==> config.mk <==
export PLATFORM = sky130hd
export DESIGN_NAME = i_decode
export DESIGN_NICKNAME = d
export VERILOG_FILES = /design/src/rtl/cpu_pkg.sv /design/src/rtl/reg_scoreboard.sv /design/src/rtl/i_decode.sv
export SDC_FILE = /design/constraint.sdc
export NUM_CORES = 1
export LEC_CHECK = 0
export ABC_CLOCK_PERIOD_IN_PS = 6700
export CORE_AREA = 2 2 165 167
export CTS_CLUSTER_SIZE = 8
export DETAILED_ROUTE_END_ITERATION = 8
export DIE_AREA = 0 0 167 169
export SLEW_MARGIN = 20
export SYNTH_ARGS = -nofsm -noshare
export SYNTH_HDL_FRONTEND = slang
export SYNTH_HIERARCHICAL = 1
export SYNTH_SLANG_ARGS = --single-unit
==> constraint.sdc <==
create_clock -name clk -period 6.7 [get_ports clk]
set_input_delay 0.67 -clock clk [delete_from_list [all_inputs] [get_ports clk]]
set_output_delay 0.67 -clock clk [all_outputs]
set_load 0.01 [all_outputs]
==> src/rtl/cpu_pkg.sv <==
// Shared sizing, opcode encoding and decoded-bundle definitions for the decode stage.
package cpu_pkg;

  localparam int unsigned NREGS  = 16;
  localparam int unsigned ADDR_W = 20;
  localparam logic [31:0] NOP    = 32'hF000_0000;

  typedef enum logic [3:0] {
    OpAluR  = 4'h0,
    OpAluI  = 4'h1,
    OpLoad  = 4'h2,
    OpStore = 4'h3,
    OpJmp   = 4'h4,
    OpJrel  = 4'h5,
    OpNop   = 4'hF
  } opcode_e;

  typedef struct packed {
    logic [3:0]  op;
    logic [3:0]  funct;
    logic [3:0]  rd;
    logic [3:0]  rs1;
    logic [3:0]  rs2;
    logic [31:0] imm;
    logic        illegal;
  } ex_bundle_t;

  function automatic logic is_illegal(logic [3:0] op);
    return (op >= 4'h6) && (op <= 4'hE);
  endfunction

  function automatic ex_bundle_t decode_instr(logic [31:0] instr);
    ex_bundle_t b;
    b.op      = instr[31:28];
    b.funct   = instr[3:0];
    b.rd      = instr[27:24];
    b.rs1     = instr[23:20];
    b.rs2     = instr[19:16];
    b.imm     = {{16{instr[15]}}, instr[15:0]};
    b.illegal = is_illegal(instr[31:28]);
    return b;
  endfunction

endpackage

==> src/rtl/reg_scoreboard.sv <==
// Per-register busy tracking: set on issue of a writer, cleared on writeback,
// with a two-source hazard lookup for the instruction waiting to issue.
module reg_scoreboard #(
  parameter int unsigned NREGS = 16,
  localparam int unsigned IdxW = $clog2(NREGS)
) (
  input  logic            clk,
  input  logic            rst_async_n,
  input  logic            set_en_i,
  input  logic [IdxW-1:0] set_idx_i,
  input  logic            clr_en_i,
  input  logic [IdxW-1:0] clr_idx_i,
  input  logic [IdxW-1:0] rs_a_i,
  input  logic            use_a_i,
  input  logic [IdxW-1:0] rs_b_i,
  input  logic            use_b_i,
  output logic            hazard_o
);

  logic [NREGS-1:0] busy_q, busy_d;

  always_comb begin
    busy_d = busy_q;
    if (clr_en_i) busy_d[clr_idx_i] = 1'b0;
    // Applied after the clear so a same-cycle issue and retire leave the bit set.
    if (set_en_i) busy_d[set_idx_i] = 1'b1;
    busy_d[0] = 1'b0;
  end

  always_ff @(posedge clk or negedge rst_async_n) begin
    if (!rst_async_n) begin
      busy_q <= '0;
    end else begin
      busy_q <= busy_d;
    end
  end

  always_comb begin
    hazard_o = (use_a_i && busy_q[rs_a_i]) || (use_b_i && busy_q[rs_b_i]);
  end

endmodule

==> src/rtl/i_decode.sv <==
// Decode stage: 2-entry PC-tagged instruction FIFO, jump resolution at the head,
// scoreboarded issue into a held output register toward execute.
module i_decode #(
  parameter int unsigned NREGS  = cpu_pkg::NREGS,
  parameter int unsigned ADDR_W = cpu_pkg::ADDR_W
) (
  input  logic              clk,
  input  logic              rst_async_n,
  input  logic [31:0]       instruction,
  output logic              fetch_en,
  output logic              load_en,
  output logic              load_offset,
  output logic [ADDR_W-1:0] load_address,
  output logic              ex_valid,
  input  logic              ex_ready,
  output logic [3:0]        ex_op,
  output logic [3:0]        ex_funct,
  output logic [3:0]        ex_rd,
  output logic [3:0]        ex_rs1,
  output logic [3:0]        ex_rs2,
  output logic [31:0]       ex_imm,
  output logic              ex_illegal,
  input  logic              wb_en,
  input  logic [3:0]        wb_rd
);

  import cpu_pkg::*;

  logic [1:0]        count_q, count_d;
  logic              rd_ptr_q, rd_ptr_d;
  logic              wr_ptr_q, wr_ptr_d;
  logic [31:0]       fifo_instr_q [2];
  logic [ADDR_W-1:0] fifo_pc_q [2];
  logic [ADDR_W-1:0] pc_q, pc_d;
  logic              squash_q;
  logic              load_en_q;
  logic [ADDR_W-1:0] load_addr_q, load_addr_d;
  logic              ex_valid_q, ex_valid_d;
  ex_bundle_t        ex_q, ex_d;

  logic [31:0]       head_instr;
  logic [ADDR_W-1:0] head_pc;
  ex_bundle_t        head;
  logic              head_valid;
  logic              redirect;
  logic [ADDR_W-1:0] target;
  logic              use_a, use_b, writes;
  logic [3:0]        rs_b;
  logic              hazard;
  logic              issue;
  logic              in_take;
  logic              enq;

  always_comb begin
    head_instr = fifo_instr_q[rd_ptr_q];
    head_pc    = fifo_pc_q[rd_ptr_q];
    head       = decode_instr(head_instr);
    head_valid = (count_q != 2'd0);

    use_a  = 1'b0;
    use_b  = 1'b0;
    writes = 1'b0;
    rs_b   = head.rs2;
    case (head.op)
      OpAluR: begin
        use_a  = 1'b1;
        use_b  = 1'b1;
        writes = 1'b1;
      end
      OpAluI, OpLoad: begin
        use_a  = 1'b1;
        writes = 1'b1;
      end
      OpStore: begin
        use_a = 1'b1;
        use_b = 1'b1;
        rs_b  = head.rd;
      end
      default: ;
    endcase

    // Jumps never reach execute; they are resolved here and flush younger words.
    redirect = head_valid && ((head.op == OpJmp) || (head.op == OpJrel));
    if (head.op == OpJmp) begin
      target = ADDR_W'(head_instr[19:0]);
    end else begin
      target = head_pc + ADDR_W'(1) + ADDR_W'(head_instr[19:0]);
    end

    issue   = head_valid && !redirect && !hazard && (!ex_valid_q || ex_ready);
    in_take = (instruction[31:28] != OpNop) && !squash_q && !redirect;
    enq     = in_take && ((count_q != 2'd2) || issue);

    if (redirect) begin
      count_d  = 2'd0;
      rd_ptr_d = 1'b0;
      wr_ptr_d = 1'b0;
      pc_d     = target;
    end else begin
      count_d  = count_q + 2'(enq) - 2'(issue);
      rd_ptr_d = rd_ptr_q ^ issue;
      wr_ptr_d = wr_ptr_q ^ enq;
      pc_d     = enq ? pc_q + ADDR_W'(1) : pc_q;
    end

    load_addr_d = redirect ? target : load_addr_q;

    ex_valid_d = ex_valid_q;
    ex_d       = ex_q;
    if (issue) begin
      ex_valid_d = 1'b1;
      ex_d       = head;
    end else if (ex_ready) begin
      ex_valid_d = 1'b0;
    end
  end

  reg_scoreboard #(
    .NREGS(NREGS)
  ) u_reg_scoreboard (
    .clk        (clk),
    .rst_async_n(rst_async_n),
    .set_en_i   (issue && writes && (head.rd != 4'd0)),
    .set_idx_i  (head.rd),
    .clr_en_i   (wb_en),
    .clr_idx_i  (wb_rd),
    .rs_a_i     (head.rs1),
    .use_a_i    (use_a),
    .rs_b_i     (rs_b),
    .use_b_i    (use_b),
    .hazard_o   (hazard)
  );

  always_ff @(posedge clk or negedge rst_async_n) begin
    if (!rst_async_n) begin
      count_q     <= 2'd0;
      rd_ptr_q    <= 1'b0;
      wr_ptr_q    <= 1'b0;
      pc_q        <= '0;
      squash_q    <= 1'b0;
      load_en_q   <= 1'b0;
      load_addr_q <= '0;
      ex_valid_q  <= 1'b0;
      ex_q        <= '0;
      for (int i = 0; i < 2; i++) begin
        fifo_instr_q[i] <= NOP;
        fifo_pc_q[i]    <= '0;
      end
    end else begin
      count_q     <= count_d;
      rd_ptr_q    <= rd_ptr_d;
      wr_ptr_q    <= wr_ptr_d;
      pc_q        <= pc_d;
      squash_q    <= redirect;
      load_en_q   <= redirect;
      load_addr_q <= load_addr_d;
      ex_valid_q  <= ex_valid_d;
      ex_q        <= ex_d;
      if (enq) begin
        fifo_instr_q[wr_ptr_q] <= instruction;
        fifo_pc_q[wr_ptr_q]    <= pc_q;
      end
    end
  end

  always_comb begin
    fetch_en     = (count_q == 2'd0);
    load_en      = load_en_q;
    load_offset  = 1'b0;
    load_address = load_addr_q;
    ex_valid     = ex_valid_q;
    ex_op        = ex_q.op;
    ex_funct     = ex_q.funct;
    ex_rd        = ex_q.rd;
    ex_rs1       = ex_q.rs1;
    ex_rs2       = ex_q.rs2;
    ex_imm       = ex_q.imm;
    ex_illegal   = ex_q.illegal;
  end

endmodule
==> results of run 1 <==
==> registers in the layout, summed over array words and instances, names as in the netlist <==
signal,count
fifo_pc_q,40
ex_illegal,1
ex_op,4
pc_q,20
ex_rd,4
ex_funct,3
load_en,1
ex_rs2,4
ex_rs1,4
ex_valid,1
rd_ptr_q,1
u_reg_scoreboard/busy_q,15
count_q,2
wr_ptr_q,1
load_address,20
fifo_instr_q,64
ex_imm,13
==> per-layer routing <==
| metal | wire (µm) | vias up | track usage (%) |
|---|---|---|---|
| met3 | 1430 | 20 | 3.39 |
| met2 | 11800 | 213 | 29.3 |
| li1 | - | 3584 | - |
| met4 | 324 | 0 | 4.12 |
| met5 | 0 | - | 0 |
| met1 | 12900 | 3815 | 28.6 |
==> cell families (layout without fill, tap and decap cells) <==
logic type	Yosys count	after routing	synth area share, %
AND/OR/NAND/NOR	252	252	12.1
flip-flops	198	198	47.5
multiplexers	183	183	20.2
AO/OA/AOI/OAI	180	180	10.8
buffers and inverters	91	189	4.45
adder cells (fa/ha/maj)	24	24	2.94
XOR/XNOR	23	23	1.93
other	1	1	0.0359
==> placed cells by master, fill, tap and decap left out, types with 10 or more instances in the layout <==
master           instances
dfrtp_1                189
mux2_2                 145
clkdlybuf4s50_1        114
nor2_1                  86
a21oi_1                 62
nand2_1                 57
o21ai_0                 54
mux2i_1                 32
inv_1                   27
nand3_1                 24
ha_1                    21
clkbuf_16               17
xnor2_1                 14
buf_4                   13
nand2b_1                11
nand4_1                 10
==> metrics by stage <==
step / hold slack, ns / cell area (µm²) / worst slack [ns] / util (%) / instances
final: 0.211 / 12400 / 1.12 / 46.9 / 1391
after global routing: 0.247 / 12400 / 0.764 / 46.9 / 1391
after CTS: 0.246 / 12400 / 1.12 / 46.9 / 1391
after detailed placement: 0.472 / 11800 / 1.18 / 44.6 / 1359
after global placement: 0.466 / 11800 / 1.32 / 44.6 / 1359
after floorplan: 0.374 / 10500 / 1.92 / - / 952
==> how the worst max path moves through the flow <==
stage	from	to	depth (start not counted)
after detailed placement	rd_ptr_q	fifo_instr_q[42]	14
after floorplan	rd_ptr_q	fifo_instr_q[0]	19
after global placement	rd_ptr_q	fifo_instr_q[46]	14
after CTS	rd_ptr_q	fifo_instr_q[42]	14
final	rd_ptr_q	fifo_instr_q[42]	14
after global routing	rd_ptr_q	fifo_instr_q[47]	14
==> area by class of cell <==
type / instances / area (µm²) / area share [%]
inverters: 28 / 105 / 0.846
multi-input cells: 663 / 5040 / 40.6
well taps: 341 / 427 / 3.44
flip-flops and latches: 198 / 4970 / 40.0
clock buffers: 19 / 453 / 3.65
clock inverters: 13 / 156 / 1.26
repair buffers: 129 / 1270 / 10.2
==> flow_summary.toml, run 1 <==
[routing]
wire_per_inst_um = 19.1
vias = 7632
antenna_left = 0
vias_per_cell = 5.49
wl_um = 26500
first_iter_violations = 498
drt-pass1-iter-count = 5
drcViolationCount = 0

[sta]
timing.fmax_mhz = 179
skew_ns = 0.0152
finalSetupViolations = 0
period_share_pct = 83.2
slew_violations = 0
finalHoldViolations = 0
tns_ns = 0
tightest_slew_ns = 1.07
post-route-min-period_ns = 5.58
slew-limit-headroom_pct = 28.2
rsz0062_at_grt = "no"

[logic_synthesis]
yosysMostFrequentCell = "dfrtp_1"
ys_ff_latch = 198
yosys.area.top_type = "dfrtp_1"
seq_area_frac_synth_pct = 47.5
synthDistinctLibCells = 80
async_reset_ff_share_pct = 100
netlist_area_mm2 = 0.0105
syn_inst = 952
synth_edf_count = 0
yosysWarnings = 6
synth_area_leaders = "dfrtp_1 (45%), mux2_2 (16%), nor2_1 (3.1%)"
avgSynthCellArea_um2 = 11.0
synth.top_cell.area_share_pct = 45.5
ys.flop_type = "dfrtp_1"
synthesis.nets = 1016
synthTopCellsByCount = "dfrtp_1 (190), mux2_2 (145), nor2_1 (86)"

[worst_setup_path]
path_max_fanout = 40
criticalPathCategory = "flop to flop"
critPathMostFrequentCell = "mux2_2"
critPathArrivalTime_ns = 5.89
r2r_setup_slack_ns = 1.12
r2r_start = "rd_ptr_q"
critPathTopFamily = "multiplexers"
critical_path.startpoint_type = "flop"
worstReg2RegEnd = "fifo_instr_q[42]"
crit_buf_inv = 2
slowest_stage = "dfrtp_2"
worstRegToRegCells = 14
cp-end-kind = "flop"
worstPathRequired_ns = 7.01
critPathMaxStageDelay_ns = 0.71
path_cells = "mux2_2, nor2_1, nand2_1, a21oi_1, mux4_1, mux2_2, nand3_1, nand4_1, o41ai_2, nand3_1, inv_1, ha_2, buf_12, mux2_2"

[clocking]
cts_resized = 0
cts_setup_buffers = 0
hold_buffers = 0
clk_path_buf_depth = 2
insertion_delay_ns = 0.44
numCtsBuffers = 17
cts.sink_count = 198
htreeDepth = 4
clkSlewWorstSetupHoldPaths_ns = 0.08
tritoncts = "yes"
clock-root-buffer = "clkbuf_16"

[floorplanning]
fp-row-count = 60
ioPinCount = 117
start_util_pct = 39.4
dieArea_mm2 = 0.0282
die_height_um = 169
fp.coreArea_mm2 = 0.0265
die_x_um = 167

[job]
cap_violations = 0

[grt]
grt_first_pass_wirelength_um = 42800
track_usage_pct = 19.2
grt_overflow = 0
antenna_found_initial = 0
grt_start_max_net_pins = 79
grt_pass1_vias = 7598

[final_layout]
drive_gt1_share_pct = 21.6
fin_nets = 1101
antennaDiodeCount = 0
syn_to_final_growth_pct = 18.8
fillers = 2423

[placement]
gp_congestion = 0.902
hpwl_um = 19000
portBuffers = 115

[outcome]
outcome = "complete, no violations"

[worst_hold_path]
hold_path.class = "primary input to async pin"
Power of run 1 is not shown: default switching activity piles up to over one toggle a cycle in this logic, so the estimate is an artifact.
==> inputs of run 2 (changes only) <==
--- a/config.mk
+++ b/config.mk
@@ -5,7 +5,7 @@
 export SDC_FILE = /design/constraint.sdc
 export NUM_CORES = 1
 export LEC_CHECK = 0
-export ABC_CLOCK_PERIOD_IN_PS = 6700
+export ABC_CLOCK_PERIOD_IN_PS = 5900
 export CORE_AREA = 2 2 165 167
 export CTS_CLUSTER_SIZE = 8
 export DETAILED_ROUTE_END_ITERATION = 8
==> constraint.sdc (replaced) <==
create_clock -name clk -period 5.9 [get_ports clk]
set_input_delay 0.59 -clock clk [delete_from_list [all_inputs] [get_ports clk]]
set_output_delay 0.59 -clock clk [all_outputs]
set_load 0.01 [all_outputs]
==> flow_summary.toml, run 2 (synthesis gave the netlist of run 1 again) <==
[floorplanning]
ioPinCount = 117
dieArea_mm2 = 0.0282
fp-row-count = 60
die_x_um = 167
fp.coreArea_mm2 = 0.0265
start_util_pct = 39.4
die_height_um = 169

[worst_setup_path]
slowest_stage = "dfrtp_2"
critPathMaxStageDelay_ns = 0.67
critPathArrivalTime_ns = 5.62
worstPathRequired_ns = 6.22
cp-end-kind = "flop"
path_max_fanout = 52
critPathMostFrequentCell = "mux2_2"
path_cells = "mux2_2, nor2_1, nand2_1, a21oi_1, mux4_1, mux2_2, nand3_1, nand4_1, o41ai_2, nand3_1, inv_1, ha_2, buf_12, mux2_2"
critical_path.startpoint_type = "flop"
criticalPathCategory = "flop to flop"

[grt]
grt_first_pass_wirelength_um = 43100
grt_start_max_net_pins = 103
grt_overflow = 0
grt_pass1_vias = 7610
track_usage_pct = 19.4
antenna_found_initial = 0

[final_layout]
largest_reg_flops = 64
final_area_mm2 = 0.0125
antennaDiodeCount = 0
regMostFlops = "fifo_instr_q"
layout_common_cells = "dfrtp_1 (189), mux2_2 (145), clkdlybuf4s50_1 (114), nor2_1 (86), a21oi_1 (62)"
syn_to_final_growth_pct = 19.1
drive_gt1_share_pct = 21.7
fillers = 2430
fin_nets = 1104
layout_commonest_cell = "dfrtp_1"
top_regs = "fifo_instr_q: 64 flops, fifo_pc_q: 40 flops"
final_core_util_pct = 47.0

[sta]
slew-limit-headroom_pct = 33.1
finalHoldViolations = 0
timing.fmax_mhz = 189
rsz0062_at_grt = "no"
skew_ns = 0.0130
finalSetupViolations = 0
tns_ns = 0
period_share_pct = 89.8
tightest_slew_ns = 0.996
post-route-min-period_ns = 5.30
slew_violations = 0

[routing]
drcViolationCount = 0
vias = 7619
first_iter_violations = 422
antenna_left = 0
wire_per_inst_um = 19.0
drt-pass1-iter-count = 6
wl_um = 26500
vias_per_cell = 5.47

[clocking]
cts_setup_buffers = 0
hold_buffers = 0
cts_resized = 0
numCtsBuffers = 17
clock-root-buffer = "clkbuf_16"
insertion_delay_ns = 0.44
tritoncts = "yes"
clkSlewWorstSetupHoldPaths_ns = 0.08
clk_path_buf_depth = 2
htreeDepth = 4
cts.sink_count = 198

[placement]
portBuffers = 115
hpwl_um = 19000
gp_congestion = 0.869
dpl_cell_area_mm2 = 0.0118

[outcome]
outcome = "complete, no violations"

[job]
cap_violations = 0

[worst_hold_path]
hold_path.class = "primary input to async pin"
[run 2: cell count changes in the layout (fill, tap and decap cells not counted), sizes merged]
cell	previous run	this run
buf	14	17
bufinv	1	2
clkbuf	20	22
inv	35	32
[run 2: cell type report]
class                   instances  area, µm²  share of cell area, %
clock buffers                  21        470                   3.78
clock inverters                11        139                   1.12
inverters                      28        105                  0.844
multi-input cells             663       5040                   40.5
flip-flops and latches        198       4970                   39.9
well taps                     341        427                   3.43
repair buffers                132       1310                   10.5
[run 2: path summary, 6_finish.rpt]
check / endpoint / slack, ns / start / cells after the start
max: fifo_pc_q[16] / 0.60 / rd_ptr_q / 14
min: load_address[0] / 0.22 / rst_async_n / 1
max reg2reg: fifo_pc_q[16] / 0.60 / rd_ptr_q / 14
min reg2reg: load_address[14] / 0.48 / load_address[14] / 2
max in group asynchronous: ex_rs1[1] / 4.54 / rst_async_n / 2
min in group clk: load_address[14] / 0.48 / load_address[14] / 2
[run 2: worst max-delay path: cells and delay by family (launching register included)]
family | cells | cell delay (ns)
multiplexers | 4 | 1.71
AO/OA/AOI/OAI | 2 | 0.99
AND/OR/NAND/NOR | 5 | 1.12
adder cells (fa/ha/maj) | 1 | 0.20
buffers and inverters | 2 | 0.45
flip-flops | 1 | 0.67
[run 2: per-stage QoR]
step                      hold slack [ns]  std cells  worst slack (ns)
after floorplan                     0.294        952              1.12
after global placement              0.466       1362             0.782
after detailed placement            0.467       1362             0.609
after CTS                           0.258       1394             0.584
after global routing                0.280       1394             0.228
final                               0.217       1394             0.603
[run 2: metal layers]
metal  share of wire (%)  GRT usage (%)  vias up  wire length, µm
met5                   0              0        -                0
li1                    -              -     3601                -
met1                  48           28.2     3777            12700
met4                 1.7           5.55        0              445
met3                 5.5           3.67       25             1470
met2                  45           29.6      216            11900
Power of run 2 is left out for the same reason.
